File: src/rtl/byte_queue_pkg.sv
// Shared types and default sizes for the deserializer output path.
// The byte_queue capture FSM and its default geometry live here.
package deserializer_pkg;

    localparam int QUEUE_DEPTH = 8;
    localparam int WORD_WIDTH  = 8;

    typedef enum logic [1:0] {
        WAIT_DATA,
        ACK,
        WAIT_DROP
    } capture_state_t;

endpackage

File: src/rtl/byte_queue_if.sv
// Handshake bundle between the deserializer, the byte_queue and its consumer.
// The master side drives words and dequeue requests; the slave side is the queue.
interface byte_queue_if #(
    parameter int DEPTH = deserializer_pkg::QUEUE_DEPTH,
    parameter int WIDTH = deserializer_pkg::WORD_WIDTH
);

    logic [WIDTH-1:0]        data_in;
    logic                    data_ready_in;
    logic                    ack_out;
    logic                    dequeue_in;
    logic [WIDTH-1:0]        data_out;
    logic                    data_valid_out;
    logic [$clog2(DEPTH):0]  len_out;
    logic                    full_out;
    logic                    empty_out;

    modport master (
        output data_in, data_ready_in, dequeue_in,
        input  ack_out, data_out, data_valid_out, len_out, full_out, empty_out
    );

    modport slave (
        input  data_in, data_ready_in, dequeue_in,
        output ack_out, data_out, data_valid_out, len_out, full_out, empty_out
    );

endinterface

File: src/rtl/byte_queue_mem.sv
// Register-array storage for byte_queue: one synchronous write port and one
// synchronous read port whose output register holds the last dequeued word.
module byte_queue_mem #(
    parameter int DEPTH = deserializer_pkg::QUEUE_DEPTH,
    parameter int WIDTH = deserializer_pkg::WORD_WIDTH
) (
    input  logic                     clock,
    input  logic                     reset,
    input  logic                     wr_en,
    input  logic [$clog2(DEPTH)-1:0] wr_addr,
    input  logic [WIDTH-1:0]         wr_data,
    input  logic                     rd_en,
    input  logic [$clog2(DEPTH)-1:0] rd_addr,
    output logic [WIDTH-1:0]         rd_data
);

    logic [WIDTH-1:0] mem [DEPTH];
    logic [WIDTH-1:0] rd_data_q;

    // NOTE: the array has no reset; occupancy tracking guarantees no entry is read before it is written.
    always_ff @(posedge clock) begin
        if (wr_en) begin
            mem[wr_addr] <= wr_data;
        end
    end

    always_ff @(posedge clock or posedge reset) begin
        if (reset) begin
            rd_data_q <= '0;
        end else if (rd_en) begin
            rd_data_q <= mem[rd_addr];
        end
    end

    assign rd_data = rd_data_q;

endmodule

File: src/rtl/byte_queue.sv
// Eight-entry circular FIFO behind the deserializer: captures each pending word
// with a one-cycle ack, withholds the ack while full, and pops on dequeue.
module byte_queue
    import deserializer_pkg::*;
#(
    parameter int DEPTH = QUEUE_DEPTH,
    parameter int WIDTH = WORD_WIDTH
) (
    input  logic         clock,
    input  logic         reset,
    byte_queue_if.slave  bus
);

    localparam int PTR_W = $clog2(DEPTH);
    localparam int CNT_W = PTR_W + 1;
    localparam logic [CNT_W-1:0] FULL_COUNT = CNT_W'(DEPTH);

    capture_state_t   state_q;
    logic             ack_q;

    logic [PTR_W-1:0] wr_ptr_q, wr_ptr_d;
    logic [PTR_W-1:0] rd_ptr_q, rd_ptr_d;
    logic [CNT_W-1:0] count_q,  count_d;
    logic             valid_q,  valid_d;

    logic             capture;
    logic             pop;

    // Both decisions look only at registered count, so a pop never frees space for a same-cycle capture.
    assign capture = (state_q == WAIT_DATA) && bus.data_ready_in && (count_q < FULL_COUNT);
    assign pop     = bus.dequeue_in && (count_q != '0);

    // NOTE: every always_comb output gets a default first, so no path leaves it unassigned and no latch is inferred.
    always_comb begin
        wr_ptr_d = wr_ptr_q;
        rd_ptr_d = rd_ptr_q;
        count_d  = count_q;
        valid_d  = pop;

        if (capture) begin
            wr_ptr_d = wr_ptr_q + PTR_W'(1);
        end
        if (pop) begin
            rd_ptr_d = rd_ptr_q + PTR_W'(1);
        end

        unique case ({capture, pop})
            2'b10:   count_d = count_q + CNT_W'(1);
            2'b01:   count_d = count_q - CNT_W'(1);
            default: count_d = count_q;
        endcase
    end

    // NOTE: sequential state is updated with non-blocking assignments so every flop samples pre-edge values.
    always_ff @(posedge clock or posedge reset) begin
        if (reset) begin
            wr_ptr_q <= '0;
            rd_ptr_q <= '0;
            count_q  <= '0;
            valid_q  <= 1'b0;
        end else begin
            wr_ptr_q <= wr_ptr_d;
            rd_ptr_q <= rd_ptr_d;
            count_q  <= count_d;
            valid_q  <= valid_d;
        end
    end

    // ack_q is high exactly while the FSM sits in ACK, and ACK always exits after one cycle.
    always_ff @(posedge clock or posedge reset) begin
        if (reset) begin
            state_q <= WAIT_DATA;
            ack_q   <= 1'b0;
        end else begin
            ack_q <= 1'b0;
            unique case (state_q)
                WAIT_DATA: begin
                    if (capture) begin
                        state_q <= ACK;
                        ack_q   <= 1'b1;
                    end
                end
                ACK: begin
                    state_q <= WAIT_DROP;
                end
                WAIT_DROP: begin
                    if (!bus.data_ready_in) begin
                        state_q <= WAIT_DATA;
                    end
                end
                default: begin
                    state_q <= WAIT_DATA;
                end
            endcase
        end
    end

    byte_queue_mem #(
        .DEPTH (DEPTH),
        .WIDTH (WIDTH)
    ) u_mem (
        .clock   (clock),
        .reset   (reset),
        .wr_en   (capture),
        .wr_addr (wr_ptr_q),
        .wr_data (bus.data_in),
        .rd_en   (pop),
        .rd_addr (rd_ptr_q),
        .rd_data (bus.data_out)
    );

    assign bus.ack_out        = ack_q;
    assign bus.data_valid_out = valid_q;
    assign bus.len_out        = count_q;
    assign bus.full_out       = (count_q == FULL_COUNT);
    assign bus.empty_out      = (count_q == '0);

endmodule
File: src/flat_wrapper.sv
// flat-port wrapper written by rule: the top's interface ports become plain ports
module byte_queue_flat import deserializer_pkg::*;
#(
    parameter int DEPTH = QUEUE_DEPTH,
    parameter int WIDTH = WORD_WIDTH
)
  (clock, reset, bus_data_in, bus_data_ready_in, bus_dequeue_in, bus_ack_out, bus_data_out, bus_data_valid_out, bus_len_out, bus_full_out, bus_empty_out);
  byte_queue_if #(.DEPTH(DEPTH), .WIDTH(WIDTH)) bus_i ();
  input  logic clock;
  input  logic reset;
  input wire logic [$bits(bus_i.data_in)-1:0] bus_data_in;
  input wire logic [$bits(bus_i.data_ready_in)-1:0] bus_data_ready_in;
  input wire logic [$bits(bus_i.dequeue_in)-1:0] bus_dequeue_in;
  output wire logic [$bits(bus_i.ack_out)-1:0] bus_ack_out;
  output wire logic [$bits(bus_i.data_out)-1:0] bus_data_out;
  output wire logic [$bits(bus_i.data_valid_out)-1:0] bus_data_valid_out;
  output wire logic [$bits(bus_i.len_out)-1:0] bus_len_out;
  output wire logic [$bits(bus_i.full_out)-1:0] bus_full_out;
  output wire logic [$bits(bus_i.empty_out)-1:0] bus_empty_out;
  assign bus_i.data_in = bus_data_in;
  assign bus_i.data_ready_in = bus_data_ready_in;
  assign bus_i.dequeue_in = bus_dequeue_in;
  assign bus_ack_out = bus_i.ack_out;
  assign bus_data_out = bus_i.data_out;
  assign bus_data_valid_out = bus_i.data_valid_out;
  assign bus_len_out = bus_i.len_out;
  assign bus_full_out = bus_i.full_out;
  assign bus_empty_out = bus_i.empty_out;
  byte_queue #(.DEPTH(DEPTH), .WIDTH(WIDTH)) u_core (.clock(clock), .reset(reset), .bus(bus_i));
endmodule
File: config.mk
export PLATFORM = sky130hd
export DESIGN_NAME = byte_queue_flat
export DESIGN_NICKNAME = d
export VERILOG_FILES = /design/src/rtl/byte_queue_pkg.sv /design/src/rtl/byte_queue_if.sv /design/src/rtl/byte_queue_mem.sv /design/src/rtl/byte_queue.sv /design/src/flat_wrapper.sv
export SDC_FILE = /design/constraint.sdc
export NUM_CORES = 1
export LEC_CHECK = 0
export ABC_AREA = 1
export BUFFER_PORTS_ARGS = -buffer_cell sky130_fd_sc_hd__buf_2
export CAP_MARGIN = 20
export CORE_MARGIN = 2
export CORE_UTILIZATION = 50
export DETAILED_ROUTE_END_ITERATION = 12
export MAX_ROUTING_LAYER = met4
export PLACE_DENSITY = 0.71
export SYNTH_ARGS = -nofsm -noshare
export SYNTH_HDL_FRONTEND = slang
export SYNTH_SLANG_ARGS = --single-unit
File: constraint.sdc
create_clock -name clock -period 2 [get_ports clock]
set_input_delay 0.1 -clock clock [delete_from_list [all_inputs] [get_ports clock]]
set_output_delay 0.1 -clock clock [all_outputs]
set_load 0.005 [all_outputs]
### After elaboration in Yosys (flattened, before gate mapping)

Memories as Yosys holds them, arrays and structs flattened. A register that Yosys moved wholly into a read port is not among the register bits.
Cells that the tools add are included.

| operators by class | value |
|---|---|
| add/subtract/negate cells | 4 |
| order comparisons | 1 |
| equal/unequal tests | 7 |
| multiplexer cells | 7 |
| reduce and logical (&&, ||, !) cells | 8 |

Operators by type and width:

| kind | number |
|---|---|
| $pmux W4 S2 | 1 |
| $add A3 B1 Y3 const B | 2 |
| $pmux W2 S3 | 1 |
| $add A4 B1 Y4 const B | 1 |
| $eq A2 B1 Y1 const B | 2 |
| $eq A2 B2 Y1 const B | 2 |
| $eq A4 B4 Y1 const B | 1 |
| $logic_not A4 Y1 | 1 |
| $lt A4 B4 Y1 const B | 1 |
| $mux W2 | 2 |
| $reduce_bool A4 Y1 | 1 |
| $sub A4 B1 Y4 const B | 1 |
| $logic_and A1 B1 Y1 | 3 |
| $mux W1 | 3 |
| $logic_not A2 Y1 | 1 |
| $ne A2 B1 Y1 const B | 1 |
| $ne A2 B2 Y1 const B | 1 |
| $reduce_and A2 Y1 | 1 |
| $reduce_bool A2 Y1 | 1 |

| word-level totals | value |
|---|---|
| flip-flop bits (word level) | 14 |
| RAM bits | 64 |
| logic and storage cells | 34 |
| memories | 1 |

Memories:

| memory | depth | width | rd ports | clocked after Yosys merged registers in | wr ports | RTL line | source |
|---|---|---|---|---|---|---|---|
| u_core.u_mem.mem | 8 | 8 | 1 | 1 | 1 | byte_queue_mem.sv:17 | `logic [WIDTH-1:0] mem [DEPTH];` |

### Logic depth before layout (Yosys ltp)

Gate-level depths: netlist (run 1).

| depth | value |
|---|---|
| word-level depth | 5 |
| depth in mapped cells | 14 |

### Hierarchy

Synthesis (run 1) repeated with hierarchy kept, for this count alone.

| second synthesis, totals | value |
|---|---|
| cells, all modules | 373 |
| area, all modules | 3811.2 um^2 |

Modules (own cells, without submodules):

| module | instances | cells an instance | area each (um^2) |
|---|---|---|---|
| byte_queue_mem | 1 | 298 | 3091.7 |
| byte_queue | 1 | 75 | 719.4 |

### Worst setup path after synthesis (run 1)

OpenSTA, ideal clock, no wires.

| timing path | value |
|---|---|
| kind | register -> register |
| from | reg u_core.count_q[1] (netlist: u_core.bus.len_out[1]) |
| to | reg u_core.count_q[3] (netlist: u_core.bus.len_out[3]) |
| library setup time | 0.116 ns |
| data arrival time | 1.962 ns |
| data required time | 1.884 ns |
| slack | -0.079 ns |
| stages on the path, launching flop included | 13 |
| buffers on the path | 1 |
| clock period less this slack | 2.079 ns |
| cell sequence | dfrtp_1 -> nor2_2 -> nand3_2 -> nand2_4 -> inv_6 -> buf_12 -> ha_1 -> ha_1 -> or2_2 -> nand3_1 -> nand2_1 -> nand2_1 -> nand2_1 |

| on the way | value |
|---|---|
| cells in the longest elaborated chain, start to end | 4 |
| elaborated cells between the ends (all ways) | 10 |

RTL lines:

| element | RTL line | source |
|---|---|---|
| start: declaration | byte_queue.sv:23 | `logic [CNT_W-1:0] count_q, count_d;` |
| start signal: assignment | byte_queue.sv:64 | `count_q <= count_d;` |
| $reduce_bool A4 Y1 * | byte_queue.sv:31 | `assign pop = bus.dequeue_in && (count_q != '0);` |
| $logic_and A1 B1 Y1 * | byte_queue.sv:31 |  |
| net u_core.pop | byte_queue.sv:27 | `logic pop;` |
| $eq A2 B1 Y1 / $eq A2 B2 Y1 (equally long branches) | byte_queue.sv:47 | `unique case ({capture, pop})` |
| $pmux W4 S2 / $reduce_bool A2 Y1 (equally long branches) | - |  |

Mark *: on every way through the listed nets, which the timed path passes. The rest lies on a longest branch.
A chain may end at the register's enable or synchronous reset.

### Final worst setup path (run 1)

| timing path | value |
|---|---|
| from | reg u_core.count_q[3] (netlist: u_core.bus.len_out[3]) |
| to | reg u_core.count_q[3] (netlist: u_core.bus.len_out[3]) |

| on the way | value |
|---|---|
| cells in the longest elaborated chain, start to end | 4 |
| elaborated cells between the ends (all ways) | 10 |

RTL lines:

| element | RTL line |
|---|---|
| $lt A4 B4 Y1 / $reduce_bool A4 Y1 (equally long branches) | byte_queue.sv:30, byte_queue.sv:31 |
| $logic_and A1 B1 Y1, on equally long branches | byte_queue.sv:30, byte_queue.sv:31 |
| $eq A2 B1 Y1 / $eq A2 B2 Y1 (equally long branches) | byte_queue.sv:47 |
| $pmux W4 S2 / $reduce_bool A2 Y1 (equally long branches) | - |

Parallel ways exist; a longest one is shown, timed or not.

==> results of run 1 <==
metal layers:
metal	share of wire (%)	vias up	global-route usage, %
met5	0	-	-
met4	3.0	0	10.5
met3	4.6	22	3.73
met2	51	58	33.1
met1	42	1228	24.2
li1	-	1267	-
cells in the mapped netlist, types with 2 or more instances:
cell,instances,area share (%)
buf_2,5,0.65
buf_4,4,0.79
buf_6,2,0.59
dfrtp_1,22,14
edfxtp_1,64,50
ha_1,5,1.6
inv_1,61,6.0
inv_2,2,0.20
nand2_1,121,12
nand3_1,42,5.5
nand3_2,11,2.9
nor2_1,11,1.1
o21ai_0,4,0.52
xor2_1,3,0.69
layout make-up:
type	count	area, um^2
multi-input combinational	205	1020
timing repair buffer	50	310
clock buffer	14	143
tap	99	124
clock inverter	2	8.76
inverter	66	255
fill	639	2990
sequential	86	2470
flip-flops by register name (all words and copies together) (netlist names):
name                       flops
u_core.bus.ack_out             1
u_core.bus.data_valid_out      1
u_core.bus.len_out             4
u_core.rd_ptr_q                3
u_core.state_q                 2
u_core.u_mem.mem              64
u_core.u_mem.rd_data           8
u_core.wr_ptr_q                3
worst max path at each step:
stage / slack [ps] / cells past startpoint / start / endpoint
5_1_grt: 40 / 11 / u_core.bus.len_out[3] / u_core.bus.len_out[3]
4_1_cts: 70 / 11 / u_core.bus.len_out[1] / u_core.bus.len_out[3]
3_3_place_gp: 130 / 11 / u_core.bus.len_out[1] / u_core.bus.len_out[3]
6_report: 140 / 11 / u_core.bus.len_out[3] / u_core.bus.len_out[3]
3_5_place_dp: 80 / 11 / u_core.bus.len_out[1] / u_core.bus.len_out[3]
2_1_floorplan: 10 / 12 / u_core.bus.len_out[0] / u_core.bus.len_out[3]
cell families after synthesis:
group / after synthesis / synth area share [%]
xor gates and xnor gates: 4 / 0.917
adders and majority gates: 6 / 2.16
AOI/OAI and AO/OA: 5 / 0.655
and+or+nand+nor: 190 / 22.4
DFF: 86 / 64.7
buffers and inverters: 78 / 9.23
worst reg2reg max path, delay by kind of cell (launching register included):
kind	cells	cell delay (ps)
flip-flops	1	420
AND/OR/NAND/NOR	7	720
buffers and inverters	2	200
adder cells (fa/ha/maj)	2	410
power groups by stage:
stage,registers [mW],logic [mW],clock network (mW)
2_1_floorplan,2.44,1.57,0
3_3_place_gp,2.47,2.07,0
3_5_place_dp,2.48,2.17,0
4_1_cts,2.44,2.18,1.01
5_1_grt,2.48,2.50,1.08
6_report,2.44,2.22,1.00
through the flow:
step           hold WS [ps]  area [um^2]  cells  worst slack (ps)  util, %
3_3_place_gp            300         4150    503               131     56.6
5_1_grt                19.5         4340    522              36.8     59.2
2_1_floorplan          89.2         3840    369              11.9        -
6_report               9.04         4340    522               144     59.2
3_5_place_dp            314         4150    503              79.4     56.6
4_1_cts                1.73         4310    520              69.0     58.8
timing repair:
action | in CTS | in global routing
gates resized for setup | 0 | 2
endpoints found under the setup margin | 0 | 2
buffers inserted | 0 | 2
hold buffers | 1 | 0
hold endpoints to repair | 22 | 0
==> summary.md, run 1 <==
| Metric | Value |
|---|---|
| Status | finished, final reports clean |
| RR Startpoint | u_core.bus.len_out[3] |
| First-pass GRT wire length | about 12000 um |
| Site Rows | 31 |
| RSZ-0062 raised after global routing | no |
| Initial Util | a little over half |
| Crit-path max FO | 14 |
| Relative slew slack | roughly 43% |
| Io pins | 28 |
| Routed WL | about 7600 um |
| Mapped Area | ~0.0038 mm^2 |
| Worst path slowest cell | dfrtp_1 |
| P_int | 3.54 mW |
| Via count | approximately 2600 |
| Root Driver | clkbuf_8 |
| Antenna Nets Post-Route | 0 |
| Grt ovf | 0 |
| Max_cap viols | 0 |
| Reg clk slew, reported paths | 80 ps |
| Worst EP required | 2260 ps |
| Hold_sp | bus_data_in[1] |
| Hold path endpoint | u_core.u_mem.mem[2][1] |
| Worst clock skew | approximately 10 ps |
| Pre-Repair DR Iteration Count | 5 |
| Most used cell, CP | nand2_1 |
| Hold path cells | 1 |
| #FFs+latches synth | 86 |
| Antenna diodes | 0 |
| Peak supply drop | 0.000553 V |
| Buffer levels on the longest clock path | 2 |
| Critical-path cell list | inv_2 -> nand3_2 -> nand2_4 -> inv_6 -> ha_4 -> ha_4 -> or2_2 -> nand3_1 -> nand2_1 -> nand2_1 -> nand2_1 |
| Cells after synthesis | ~370 |
| CP peak stage delay | 420 ps |
| Syn avg cell area | slightly above 10 um^2 |
| CP startpoint kind | flop |
| DR iter-0 viols | 195 |
| Post-DP HPWL | about 5000 um |
| Final hold vios | 0 |
| Leakage power | roughly 2.0 nW |
| Switching share of power | between 30% and 40% |
| Reg2reg end | u_core.bus.len_out[3] |
| Pwr dens | about 1300 mW/mm^2 |
| R2R depth | 11 |
| Sequential fraction of the synthesis area | 64.7% |
| Setup_tns | 0 ps |
| Final nets | approximately 440 |
| Largest net degree at the start of global routing | 34 |
| H-tree Lvls | 3 |
| Vias in the first global route | ~2500 |
| Die Y | 91.4 um |
| R2R setup slack | approximately 140 ps |
| Fraction of layout cells with a size suffix above 1 | a little under a fifth |
| Initial antenna violation count | 0 |
| Inserted Clock Buffers | 9 |
| TritonCTS Sinks | 86 |
| Arrival time at the worst endpoint | about 2100 ps |
| Hold Path Class | input pin to flop |
| CTS tree | done |
| Unique masters post-synth | 26 |
| Sequential power share | around 43% |
| Crit Path Class | flop to flop |
| Buf+Inv Stages, Crit Path | 2 |
| I/O Buffers | 27 |
| DRC Markers | 0 |
| Clock network power share | between 15 and 20% |
| Die Width | a little over 90 um |
| Number of synthesized flops with an enable pin | 64 |
| Power, Total | 5.66 mW |
| Post-synth ARST share | 25.6% |
| Combinational share of power | ~39% |
| Fmax | roughly 540 MHz |
| Crit share post-route | roughly 93% |
| Yosys warns | 0 |
| CP endpoint kind | flop |
| Top_reg_cell synth | edfxtp_1 |
| DR WL/cell | between 10 and 15 um |
| Final setup viols | 0 |
| Via density per instance | around 4.9 |
| Final Critical Period | 1860 ps |
| Syn Nets | ~390 |
| Final weighted congestion in routability-driven placement | around 0.83 |
| Core Area | 0.00733 mm^2 |
| Max-slew violation count | 0 |
| Gr usage total | 20.4% |
| Worst-Skew Late Latency | 360 ps |
| Die area | 0.00836 mm^2 |
| Commonest non-fill, non-tap cell in the layout | nand2_1 |
| Sw Pwr | approximately 2.1 mW |
| P&R area growth vs syn | 13.5% |
| Slew @ Worst Pin | 860 ps |
| Most frequent cells in the layout | 121 x nand2_1, 64 x edfxtp_1, 61 x inv_1 |
| Cell family with most CP delay | simple AND/OR/NAND/NOR gates |
(Power assumes the default switching activity.)
==> inputs of run 2 (changes only) <==
--- a/config.mk
+++ b/config.mk
@@ -15,4 +15,5 @@
 export PLACE_DENSITY = 0.71
 export SYNTH_ARGS = -nofsm -noshare
 export SYNTH_HDL_FRONTEND = slang
+export SYNTH_HIERARCHICAL = 1
 export SYNTH_SLANG_ARGS = --single-unit
==> summary.md, run 2 <==
| Metric | Value |
|---|---|
| Top cells by count, synth | 121 x nand2_1, 64 x edfxtp_1, 62 x inv_1 |
| DR WL/cell | 14.3 um (-2.5%) |
| Met3 Wirelength | 465 um (+32%) |
| Largest net degree at the start of global routing | 33 (-2.9%) |
| Die area | 0.00834 mm^2 (-0.28%) |
| R2R depth | 11 (unchanged) |
| Worst Slack Setup Final | 120 ps (-24.2 ps) |
| Max-slew violation count | 0 (unchanged) |
| Post-synth ARST share | 25.6% (unchanged) |
| Max_cap viols | 0 (unchanged) |
| Inserted Clock Buffers | 9 (unchanged) |
| Gr usage total | 20.5% (+0.098 points) |
| Worst EP required | 2260 ps (about the same) |
| Commonest non-fill, non-tap cell in the layout | nand2_1 |
| Reg clk slew, reported paths | 90 ps (about the same) |
| CTS tree | done |
| DR WL met2 | 3560 um (-8.3%) |
| Crit share post-route | 94.0% (+1.2 points) |
| Cell family with most CP delay | simple AND/OR/NAND/NOR gates |
| Buf+Inv Stages, Crit Path | 2 (unchanged) |
| Place WS | 65.5 ps (-13.8 ps) |
| Unique masters post-synth | 25 (-3.8%) |
| H-tree Lvls | 3 (unchanged) |
| Crit path to | u_core/bus.len_out[3] |
| Antenna Nets Post-Route | 0 (unchanged) |
| Vias in the first global route | 2501 (-0.79%) |
| Root Driver | clkbuf_8 |
| Slew @ Worst Pin | 549 ps (-311 ps) |
| RSZ-0062 raised after global routing | no |
| CP peak stage delay | 380 ps (-40 ps) |
| Die Width | 91.3 um (-0.14%) |
| Pwr dens | 1330 mW/mm^2 (+1.6%) |
| DR iter-0 viols | 242 (+24%) |
| Io pins | 28 (unchanged) |
| Sequential fraction of the synthesis area | 64.9% (+0.19 points) |
| Post-DP HPWL | 4950 um (-0.85%) |
| CP startpoint kind | flop |
| Reg with most FFs | u_core/u_mem/mem |
| Final Critical Period | 1880 ps (+24.2 ps) |
| Reg2reg end | u_core/bus.len_out[3] |
| Via count | 2543 (-1.2%) |
| Crit path from | u_core/state_q[0] |
| Buffer levels on the longest clock path | 2 (unchanged) |
| Arrival time at the worst endpoint | 2140 ps (+30 ps) |
| Core Area | 0.00733 mm^2 (unchanged) |
| Via density per instance | 4.83 (-2.2%) |
| Syn avg cell area | 10.2 um^2 (-1.4%) |
| Max Used Layer | met4 |
| Cells after synthesis | 373 (+1.1%) |
| Yosys warns | 6 (+6) |
| CP endpoint kind | flop |
| Mapped Area | 0.00381 mm^2 (-0.29%) |
| Crit Path Class | flop to flop |
| TritonCTS Sinks | 86 (unchanged) |
| RR Startpoint | u_core/state_q[0] |
| Synth area leader | edfxtp_1 |
| Hold Path Class | input pin to flop |
| Most used cell, CP | nand2_1 |
| Met1 WL | 3350 um (+5.7%) |
| Status | finished, final reports clean |
| Pre-Repair DR Iteration Count | 4 (-1) |
| Dpl cells | 507 (+0.80%) |
| Routed WL | 7510 um (-1.5%) |
| Crit-path max FO | 4 (-10) |
| Peak supply drop | 0.000592 V (+7.0%) |
| Final weighted congestion in routability-driven placement | 0.864 (+4.0%) |
| Most frequent cells in the layout | 120 x nand2_1, 64 x edfxtp_1, 62 x inv_1 |
| Final setup viols | 0 (unchanged) |
| #FFs+latches synth | 86 (unchanged) |
| Yosys top cell area share | 50.4% (+0.15 points) |
| Site Rows | 31 (unchanged) |
| Worst-Skew Late Latency | 370 ps (about the same) |
| Final hold vios | 0 (unchanged) |
| Fraction of layout cells with a size suffix above 1 | 18.9% (-0.22 points) |
| Fmax | 532 MHz (-1.3%) |
| P&R area growth vs syn | 14.6% |
| WP depth | 11 (unchanged) |
| Worst path slowest cell | dfrtp_1 |
| Critical-path cell list | inv_2 -> nand2_2 -> nor3_4 -> inv_2 -> ha_4 -> ha_1 -> or2_2 -> nand2_1 -> nand2_1 -> nand3_1 -> nand2_1 |
| I/O Buffers | 27 (unchanged) |
| Relative slew slack | 63.4% (+21 points) |
| Initial antenna violation count | 0 (unchanged) |
| Leakage power | 2.03 nW (about the same) |
| Die Y | 91.3 um (-0.14%) |
| Grt ovf | 0 (unchanged) |
| Final nets | 441 (+1.1%) |
| Initial Util | 52.0% (-0.15 points) |
| Top_reg_cell synth | edfxtp_1 |
| Top area cells in the synthesized netlist | edfxtp_1 50%, dfrtp_1 14%, nand2_1 12% |
| R2R setup slack | 120 ps (-20 ps) |
| Non-filler instance count after layout | 527 (+0.96%) |
| Max FFs per register | 64 (unchanged) |
| Most frequent cell after synthesis | nand2_1 |
| First-pass GRT wire length | 12400 um (+0.73%) |
| DRC Markers | 0 (unchanged) |
| Setup_tns | 0 ps (unchanged) |
| Hold_sp | bus_data_in[2] |
| Worst clock skew | 12.6 ps (+2.64 ps) |
| Syn Nets | 391 (+1.0%) |
| Antenna diodes | 0 (unchanged) |
| Number of synthesized flops with an enable pin | 64 (unchanged) |
## run 2: cell types whose count changed after synthesis, moves of 2 or more
cell,delta
nand3_2,-10
inv_2,+2
nand3_1,+9
buf_6,+3
xnor2_1,+3
buf_2,-2
nor3_1,+2
## run 2: cell type report
| class | instances | area [um^2] |
|---|---|---|
| inverters | 68 | 260 |
| well taps | 99 | 124 |
| clock inverters | 5 | 42.5 |
| fillers | 615 | 2960 |
| clock buffers | 11 | 151 |
| multi-input cells | 207 | 995 |
| flip-flops and latches | 86 | 2470 |
| repair buffers | 51 | 320 |
## run 2: cells by family after synthesis
group | after synthesis | share of synthesized area, %
AOI/OAI and AO/OA | 5 | 0.755
xor gates and xnor gates | 6 | 1.38
adders and majority gates | 6 | 2.17
buffers and inverters | 80 | 9.49
DFF | 86 | 64.9
and+or+nand+nor | 190 | 21.3
## run 2: metrics by stage
stage / util (%) / instance area, um^2 / total power [mW] / hold WS [ps]
detailed placement: 56.2 / 4120 / 4.60 / 126
global placement: 56.2 / 4120 / 4.53 / 114
floorplan: - / 3810 / 4.03 / -84.3
CTS: 59.1 / 4330 / 5.77 / 0.697
global route: 59.6 / 4370 / 6.24 / 10.9
finish: 59.6 / 4370 / 5.79 / 1.86
## run 2: worst min path at each step
stage | endpoint | slack (ps) | cells past startpoint
finish | u_core/u_mem/mem[0][2] | 2 | 1
global placement | u_core/u_mem/rd_data[3] | 110 | 2
global route | u_core/u_mem/mem[1][0] | 10 | 1
detailed placement | u_core/u_mem/rd_data[3] | 130 | 2
floorplan | u_core/u_mem/rd_data[0] | -80 | 1
CTS | u_core/u_mem/mem[0][2] | 0.7 | 1
## run 2: per-layer routing
layer  up-vias  track usage, %
met3        12            4.40
met1      1190            27.9
li1       1281               -
met4         0            7.83
met5         -               -
met2        60            30.4
## run 2: timing repair
item | CTS | global route
endpoints found under the setup margin | 0 | 2
setup buffers | 0 | 2
hold buffers | 2 | 0
hold endpoints to repair | 30 | 0
gates resized for setup | 0 | 5
## run 2: power breakdown
group          internal, mW  switching [mW]  total (mW)
registers              2.25           0.220        2.47
logic                 0.852            1.30        2.15
clock network         0.529           0.644        1.17
total                  3.63            2.16        5.79
==> inputs of run 3 (changes only) <==
--- a/config.mk
+++ b/config.mk
@@ -9,10 +9,9 @@
 export BUFFER_PORTS_ARGS = -buffer_cell sky130_fd_sc_hd__buf_2
 export CAP_MARGIN = 20
 export CORE_MARGIN = 2
-export CORE_UTILIZATION = 50
+export CORE_UTILIZATION = 41
 export DETAILED_ROUTE_END_ITERATION = 12
 export MAX_ROUTING_LAYER = met4
-export PLACE_DENSITY = 0.71
 export SYNTH_ARGS = -nofsm -noshare
 export SYNTH_HDL_FRONTEND = slang
 export SYNTH_HIERARCHICAL = 1
==> summary.md, run 3 (same netlist as run 2, synthesis figures left out) <==
| Metric | Value |
|---|---|
| Antenna Nets Post-Route | 0 (unchanged) |
| Worst path slowest cell | dfrtp_1 |
| Critical-path cell list | inv_2 -> nand2_2 -> nor3_4 -> inv_2 -> ha_2 -> ha_4 -> or2_2 -> nand2_1 -> nand2_1 -> nand3_1 -> nand2_1 |
| Largest net degree at the start of global routing | 33 (unchanged) |
| Site Rows | 35 (+13%) |
| Setup_tns | 0 ps (unchanged) |
| DRC Markers | 0 (unchanged) |
| Die area | 0.0101 mm^2 (+21%) |
| CTS tree | done |
| Pre-Repair DR Iteration Count | 4 (unchanged) |
| Cell family with most CP delay | simple AND/OR/NAND/NOR gates |
| Antenna diodes | 0 (unchanged) |
| Max FFs per register | 64 (unchanged) |
| Fill cells | 851 (+38%) |
| P&R area growth vs syn | 14.8% |
| Max_cap viols | 0 (unchanged) |
| Crit Path Class | flop to flop |
| Initial antenna violation count | 0 (unchanged) |
| Fraction of layout cells with a size suffix above 1 | 18.2% (-0.76 points) |
| RSZ-0062 raised after global routing | no |
| Core Area | 0.00911 mm^2 (+24%) |
| Root Driver | clkbuf_8 |
| Worst clock skew | 7.53 ps (-5.07 ps) |
| Reg clk slew, reported paths | 90 ps (about the same) |
| Pwr dens | 1350 mW/mm^2 (+2.0%) |
| Final weighted congestion in routability-driven placement | 0.824 (-4.6%) |
| Peak supply drop | 0.000727 V (+23%) |
| # Post-CTS Setup Buffers | 0 (unchanged) |
| Die Y | 100 um (+10%) |
| I/O Buffers | 27 (unchanged) |
| Worst EP required | 2250 ps (about the same) |
| Final setup viols | 0 (unchanged) |
| Leakage power | 2.03 nW (+0.23%) |
| DR iter-0 viols | 142 (-41%) |
| Area after DPL | 0.00413 mm^2 (+0.18%) |
| Inserted Clock Buffers | 9 (unchanged) |
| CP startpoint kind | flop |
| CP peak stage delay | 380 ps (about the same) |
| Slew @ Worst Pin | 567 ps (+18.2 ps) |
| Most used cell, CP | nand2_1 |
| Reg with most FFs | u_core/u_mem/mem |
| CP endpoint kind | flop |
| Io pins | 28 (unchanged) |
| Gr usage total | 16.2% (-4.3 points) |
| Buffer levels on the longest clock path | 2 (unchanged) |
| Routed WL | 7400 um (-1.4%) |
| Final Cell Area | 0.00437 mm^2 (+0.17%) |
| TritonCTS Sinks | 86 (unchanged) |
| Relative slew slack | 62.2% (-1.2 points) |
| Most frequent cells in the layout | 120 x nand2_1, 64 x edfxtp_1, 62 x inv_1 |
| Final nets | 437 (-0.91%) |
| First-pass GRT wire length | 11800 um (-5.3%) |
| Via density per instance | 4.59 (-4.9%) |
| Commonest non-fill, non-tap cell in the layout | nand2_1 |
| Post-DP HPWL | 4850 um (-2.0%) |
| Initial Util | 41.8% (-10 points) |
| Worst-Skew Late Latency | 350 ps (-20 ps) |
| Grt ovf | 0 (unchanged) |
| Via count | 2456 (-3.4%) |
| Die Width | 100 um (+10%) |
| Final Critical Period | 1830 ps (-46.0 ps) |
| Crit-path max FO | 4 (unchanged) |
| DR WL/cell | 13.8 um (-2.9%) |
| H-tree Lvls | 3 (unchanged) |
| Max-slew violation count | 0 (unchanged) |
| Fmax | 545 MHz (+2.5%) |
| Hold Path Class | input pin to flop |
| Buf+Inv Stages, Crit Path | 2 (unchanged) |
| Crit share post-route | 91.7% (-2.3 points) |
| Status | finished, final reports clean |
| Post-layout util | 48.0% (-12 points) |
| Final hold vios | 0 (unchanged) |
| Vias in the first global route | 2311 (-7.6%) |
| Arrival time at the worst endpoint | 2090 ps (-50 ps) |
run 3: layout make-up:
type | count | area, um^2 | area share (%)
clock buffers | 9 | 124 | 2.83
multi-input cells | 207 | 995 | 22.7
repair buffers | 47 | 288 | 6.58
well taps | 111 | 139 | 3.18
inverters | 68 | 260 | 5.95
flip-flops and latches | 86 | 2470 | 56.5
clock inverters | 7 | 96.3 | 2.20
run 3: final timing paths:
check | startpoint | to | slack (ps) | cells past startpoint
max | u_core/state_q[0] | u_core/bus.len_out[3] | 170 | 11
min | bus_data_in[7] | u_core/u_mem/mem[0][7] | 20 | 1
max reg2reg | u_core/state_q[0] | u_core/bus.len_out[3] | 170 | 11
min in group asynchronous | reset | u_core/u_mem/rd_data[1] | 280 | 3
max in group asynchronous | reset | u_core/wr_ptr_q[1] | 1280 | 3
min reg2reg | u_core/u_mem/rd_data[6] | u_core/u_mem/rd_data[6] | 480 | 2
run 3: layer usage:
metal	track usage, %	wire length, um	vias to the layer above
li1	-	-	1273
met1	20.8	3430	1127
met2	25.8	3590	45
met3	2.79	270	11
met4	6.22	112	0
met5	-	0	-
run 3: worst register-to-register path, delay by kind of cell (launching register included):
kind / cells / cell delay (ps)
adder cells (fa/ha/maj): 2 / 440
AND/OR/NAND/NOR: 7 / 760
flip-flops: 1 / 380
buffers and inverters: 2 / 150
run 3: stage by stage:
stage	hold slack [ps]	setup slack [ps]	total power, mW	std cells
floorplan	-84.3	44.1	4.03	373
global placement	113	93.8	4.57	518
detailed placement	117	68.6	4.61	518
CTS	12.7	48.4	5.95	535
global route	33.5	42.9	6.36	535
finish	22.6	166	5.91	535
run 3: report_power, final:
| group | internal (mW) | switching (mW) | leakage [nW] |
|---|---|---|---|
| combinational | 0.828 | 1.30 | 1.07 |
| sequential | 2.25 | 0.198 | 0.848 |
| clock | 0.710 | 0.628 | 0.114 |
run 3: timing repair:
| item | 4_1_cts | 5_1_grt |
|---|---|---|
| hold buffers | 1 | 0 |
| setup endpoints to repair | 0 | 1 |
| endpoints found under the hold margin | 22 | 0 |
| gates resized for setup | 0 | 3 |
